File: config.mk
export PLATFORM = sky130hd
export DESIGN_NAME = cla_pipe_adder
export DESIGN_NICKNAME = d
export VERILOG_FILES = /design/src/rtl/cla_pipe_adder.sv
export SDC_FILE = /design/constraint.sdc
export NUM_CORES = 1
export LEC_CHECK = 0
export ABC_CLOCK_PERIOD_IN_PS = 4400
export CORE_MARGIN = 2
export CORE_UTILIZATION = 45
export DETAILED_ROUTE_END_ITERATION = 16
export GPL_TIMING_DRIVEN = 0
export PLACE_DENSITY = 0.68
export SYNTH_ARGS = -nofsm -noshare
export SYNTH_HDL_FRONTEND = slang
export SYNTH_SLANG_ARGS = --single-unit
File: constraint.sdc
create_clock -name clk -period 4.4 [get_ports clk]
set_clock_uncertainty 0.2 [all_clocks]
set_input_delay 0.88 -clock clk [delete_from_list [all_inputs] [get_ports clk]]
set_output_delay 0.88 -clock clk [all_outputs]
set_load 0.01 [all_outputs]
File: src/rtl/cla_pipe_adder.sv
// Pipelined carry-lookahead adder/subtractor: operands are registered at acceptance, then each stage
// resolves GROUPS_PER_STAGE 4-bit lookahead groups from the carry registered by the previous stage.
module cla_pipe_adder #(
   parameter int WIDTH            = 16,
   parameter int GROUPS_PER_STAGE = 1
) (
   input  logic             clk,
   input  logic             rst,
   input  logic             in_valid,
   output logic             in_ready,
   input  logic [WIDTH-1:0] in_a,
   input  logic [WIDTH-1:0] in_b,
   input  logic             in_cin,
   input  logic             in_sub,
   output logic             out_valid,
   input  logic             out_ready,
   output logic [WIDTH-1:0] out_sum,
   output logic             out_cout,
   output logic             out_ovf
);
   localparam int GPS      = GROUPS_PER_STAGE;
   localparam int SW       = 4 * GPS;
   localparam int N_STAGES = WIDTH / SW;

   // Level k holds an operation that has had k stages resolved; level N_STAGES is the output.
   logic             valid_reg [0:N_STAGES];
   logic             c_reg     [0:N_STAGES];
   logic [WIDTH-1:0] a_reg     [0:N_STAGES-1];
   logic [WIDTH-1:0] b_reg     [0:N_STAGES-1];
   logic [WIDTH-1:0] sum_reg   [1:N_STAGES];
   logic             ovf_reg;

   logic [WIDTH-1:0] sum_next  [0:N_STAGES-1];
   logic             c_next    [0:N_STAGES-1];
   logic             ovf_next;
   logic             advance;

   assign advance   = !valid_reg[N_STAGES] || out_ready;
   assign in_ready  = advance;
   assign out_valid = valid_reg[N_STAGES];
   assign out_sum   = sum_reg[N_STAGES];
   assign out_cout  = c_reg[N_STAGES];
   assign out_ovf   = ovf_reg;

   for (genvar gi = 0; gi < N_STAGES; gi++) begin : g_stage
      logic [SW-1:0]    sa, sb, sp, sg, bc, ssum;
      logic [GPS-1:0]   grp_p, grp_g;
      logic [GPS:0]     gc;
      logic [WIDTH-1:0] snext;
      logic             term;

      assign sa = a_reg[gi][gi*SW +: SW];
      assign sb = b_reg[gi][gi*SW +: SW];
      assign sp = sa ^ sb;
      assign sg = sa & sb;

      for (genvar gj = 0; gj < GPS; gj++) begin : g_grp
         localparam int B = 4 * gj;
         assign grp_p[gj] = &sp[B +: 4];
         assign grp_g[gj] = sg[B+3] | (sp[B+3] & sg[B+2]) | (sp[B+3] & sp[B+2] & sg[B+1])
                          | (sp[B+3] & sp[B+2] & sp[B+1] & sg[B]);
         assign bc[B]     = gc[gj];
         assign bc[B+1]   = sg[B] | (sp[B] & gc[gj]);
         assign bc[B+2]   = sg[B+1] | (sp[B+1] & sg[B]) | (sp[B+1] & sp[B] & gc[gj]);
         assign bc[B+3]   = sg[B+2] | (sp[B+2] & sg[B+1]) | (sp[B+2] & sp[B+1] & sg[B])
                          | (sp[B+2] & sp[B+1] & sp[B] & gc[gj]);
      end

      // Second lookahead level: each group carry is a flat sum of products over group P/G.
      always_comb begin
         gc    = '0;
         term  = 1'b0;
         gc[0] = c_reg[gi];
         for (int j = 1; j <= GPS; j++) begin
            term = c_reg[gi];
            for (int l = 0; l < j; l++) term = term & grp_p[l];
            gc[j] = term;
            for (int m = 0; m < j; m++) begin
               term = grp_g[m];
               for (int l = m + 1; l < j; l++) term = term & grp_p[l];
               gc[j] = gc[j] | term;
            end
         end
      end

      assign ssum = sp ^ bc;

      if (gi == 0) begin : g_first
         always_comb begin
            snext         = '0;
            snext[0 +: SW] = ssum;
         end
      end else begin : g_rest
         always_comb begin
            snext               = sum_reg[gi];
            snext[gi*SW +: SW]  = ssum;
         end
      end

      assign sum_next[gi] = snext;
      assign c_next[gi]   = gc[GPS];

      if (gi == N_STAGES - 1) begin : g_last
         assign ovf_next = bc[SW-1] ^ gc[GPS];
      end
   end

   always_ff @(posedge clk or posedge rst) begin
      if (rst) begin
         for (int k = 0; k <= N_STAGES; k++) begin
            valid_reg[k] <= 1'b0;
            c_reg[k]     <= 1'b0;
         end
         for (int k = 0; k < N_STAGES; k++) begin
            a_reg[k] <= '0;
            b_reg[k] <= '0;
         end
         for (int k = 1; k <= N_STAGES; k++) sum_reg[k] <= '0;
         ovf_reg <= 1'b0;
      end else if (advance) begin
         valid_reg[0] <= in_valid;
         a_reg[0]     <= in_a;
         b_reg[0]     <= in_b ^ {WIDTH{in_sub}};
         c_reg[0]     <= in_cin ^ in_sub;
         for (int k = 0; k < N_STAGES; k++) begin
            valid_reg[k+1] <= valid_reg[k];
            sum_reg[k+1]   <= sum_next[k];
            c_reg[k+1]     <= c_next[k];
         end
         for (int k = 1; k < N_STAGES; k++) begin
            a_reg[k] <= a_reg[k-1];
            b_reg[k] <= b_reg[k-1];
         end
         ovf_reg <= ovf_next;
      end
   end
endmodule

* Word-level counts from Yosys, hierarchy flattened
Cells that the tools add are included.
** Word-level totals
- Register bits :: 179
- Output and inout port bits :: 20
- Word-level logic and storage cells :: 144
** Operators by class
- Bitwise operators :: 115
- Reductions and logical operators :: 6
** Operators by type and width (number)
- bitwise AND 1 bit :: 60
- OR 1 bit :: 40
- XOR 4 bit :: 8
- bitwise AND 4 bit :: 4
- AND reduction 4 bit :: 4
- XOR 16 bit :: 1
- XOR 1 bit :: 2
- logical NOT 1 bit :: 1
- logical OR 1 bit :: 1

* Depth between registers and ports, before layout
- Depth after elaboration :: 7
- Mapped depth :: 7
- Gate-level depth less buffers :: 5

* Least setup slack after synthesis
Ideal clock, no wire load.
- Path kind :: input to output
- Start point :: in out_ready
- End point :: out in_ready
- Data required time :: 3.320 ns
- Stages :: 5
- Setup slack :: 1.892 ns
- Data arrival time :: 1.428 ns
- Cells stage by stage :: nor2b_2 > buf_6 > inv_4 > buf_6 > buf_6
** On the way
- Cells in the longest elaborated chain, start to end :: 1
** RTL lines
- from (decl) :: RTL line 16 : input logic out_ready,
- logical OR 1 bit :: RTL line 38 : assign advance = !valid_reg[N_STAGES] || out_ready;
- to (decl) :: RTL line 10 : output logic in_ready,
No other way between the ends.

* Worst setup path after layout
Ends and elaborated chain as after synthesis.

==> metrics.txt <==
Fin. Hold Viols 0; logic gate share of total power 33.6%; synth cell count leaders nand2_1 (302), dfrtp_1 (131), o21ai_0 (33); Layout area overhead 25.39%; Reg power frac 39.6%; WS Path Type in -> out; setup violators final 0; CP max stage cell clkdlybuf4s50_1; Final WS setup 0.8048 ns; most used routing layer met2; Avg Cell Area, Syn 9.354 um2; clk_lat worst skew 0.42 ns; Max Clk Rate 278.1 MHz; synth warn 0; crit end category output port; worst-path cell chain clkdlybuf4s50_1 > nor2b_2 > buf_6 > inv_4 > buf_6 > buf_6 > clkdlybuf4s50_1; CTS Root Cell clkbuf_16; TritonCTS Buffers 17; Hold Buf Count CTS 0; first-pass GRT wire length 19.86 mm; TritonRoute pass-1 iters 4; post-CTS resize count 0; Std-Cell Rows 40; Setup WS pre-CTS 0.7823 ns; prevailing post-synth register cell dfrtp_1; count leader, synth nand2_1; gpl congestion 0.7942; Slew HR 57.78%; initial antenna violation count 0; Mapped Nets 655; Critical Path Fanout Max 10; ANT nets after route 0; fin crit period 3.595 ns; deepest clock path buffer count 2; status finished, final reports clean; asr flop ratio synth 100.0%; Lkg Pwr 3.488 nW; Critical Path RT 3.32 ns; number of distinct library cells after synthesis 24; clock slew at reported path FFs 0.06 ns; MaxCap Viol Count 0; Hold/Removal Path Class reg -> reg; largest net degree at the start of global routing 42; Detail Placement HPWL 8.300 mm; Multi-input gate area 2087 um2; final core utilization 58.05%; Via density 4.690; io pins 58; Area contributors post-synth dfrtp_1 (59%), nand2_1 (20%), ha_1 (3.6%); Synth top area share 58.70%; fin crit share 81.71%; ant diodes 0; CTS Sinks 131; grt met2 use 31.97%; Die Ht 115.4 um; Avg WL per Cell 13.59 um; Placed Instances 824; 1st-iter DRT viols 211; crit path DAT 2.52 ns; pwr dens 745.4 nW/um2; sequential cell area 3278 um2; WP buf/inv 6; DIE AREA 13320 um2; CTS tree yes; sw frac 34.00%; # nets final 733; cells after synthesis 597; Yosys reg bits 131; layout cells sized above 1 9.753%; Starting Density 46.30%; M1 GR Usage 25.87%; CP max stage delay 0.54 ns; vias post-DR 4010; Least-Margin Pin Slew 0.6320 ns; gr usage total 19.60%; fin. max-slew vios 0; core area 12060 um2; clock share of power 26.7%; post-synthesis cell area 5584 um2; Startpoint Class primary input; met3 usage 4.270%; drt drc 0; RSZ-0062 raised after global routing no; final WL 11.62 mm; cell internal pwr 3.445 mW; sequential share of the synthesized area 58.70%; post-CTS setup buffer count 0; # fillers 1068; Post-synth EDFFs 0; final non-filler cell total 855; NetSw 1.774 mW; post-synth top area cell dfrtp_1; PortBufs 56; setup TNS 0 ns; H-tree lvl count 4; Die X 115.4 um; grt total ovfl 0; Peak VDD IR 0.0003052 V; vias in the first global route 4086; cell mode on critical path buf_6; CP top delay family buffers and inverters
## final timing paths
check | from | end | slack (ns) | cells after the start
min in group asynchronous | rst | b_reg[49]$_DFFE_PP0P_ | 0.70 | 2
max in group asynchronous | rst | b_reg[24]$_DFFE_PP0P_ | 2.45 | 4
min | valid_reg[1]$_DFFE_PP0P_ | valid_reg[1]$_DFFE_PP0P_ | 0.26 | 2
max | out_ready | in_ready | 0.80 | 7
min reg2reg | valid_reg[1]$_DFFE_PP0P_ | valid_reg[1]$_DFFE_PP0P_ | 0.26 | 2
max reg2reg | a_reg[12]$_DFFE_PP0P_ | out_cout$_DFFE_PP0P_ | 2.58 | 5
## worst register-to-register path, stage by stage (launching register included)
cell and delay [ns]:
dfrtp_1 0.42, ha_1 0.34, a211oi_1 0.34, o21bai_2 0.15
a21oi_1 0.18, a21oi_1 0.09
## logic make-up (layout without fill, tap and decap cells)
logic type / Yosys count / after routing / synth area share [%]
AND/OR/NAND/NOR: 315 / 315 / 21.31
AO/OA/AOI/OAI: 66 / 66 / 6.789
adder cells (fa/ha/maj): 20 / 20 / 5.019
XOR/XNOR: 26 / 26 / 4.078
flip-flops: 131 / 131 / 58.70
buffers and inverters: 38 / 128 / 3.921
multiplexers: 1 / 1 / 0.1793
## layer usage
| layer | wire length [um] | part of all wire, % |
|---|---|---|
| met2 | 5709 | 49 |
| met5 | 0 | 0 |
| met1 | 5394 | 46 |
| met3 | 414 | 3.6 |
| met4 | 99 | 0.85 |
## per-stage QoR
stage | power, mW | instance area, um2 | hold WS [ns]
floorplan | 3.223 | 5588 | 0.2300
global placement | 3.754 | 6359 | 0.2417
detailed placement | 3.841 | 6419 | 0.2435
CTS | 5.262 | 7002 | 0.2564
global route | 5.617 | 7002 | 0.2835
finish | 5.219 | 7002 | 0.2575
## cell usage in the layout (no fill, tap or decap), types with 4 or more instances in the layout
cell type        instances
dfrtp_1                131
inv_1                    6
nand2_1                302
buf_6                    4
xor2_1                   5
a21oi_1                 13
a211oi_1                 7
clkbuf_16               17
fa_1                     4
ha_1                    16
buf_2                   20
clkinv_2                 6
buf_4                    5
o21ai_0                 33
clkdlybuf4s50_1         56
a21o_1                   4
nor2_1                  11
xnor2_1                 21
## power groups by stage
stage / Sequential (mW) / Combinational, mW / Clock, mW
global placement: 2.06 / 1.70 / 0
floorplan: 2.04 / 1.19 / 0
finish: 2.07 / 1.76 / 1.40
CTS: 2.07 / 1.78 / 1.42
global route: 2.14 / 2.01 / 1.47
detailed placement: 2.08 / 1.76 / 0
## layout make-up
| class | count | area share (%) |
|---|---|---|
| clock buffers | 20 | 6.380 |
| inverters | 8 | 0.5182 |
| repair buffers | 59 | 8.863 |
| flip-flops and latches | 131 | 46.82 |
| multi-input cells | 428 | 29.81 |
| plain buffers | 30 | 2.663 |
| clock inverters | 11 | 1.948 |
| well taps | 168 | 3.002 |
No activity file was read; power rests on OpenSTA's default activity.
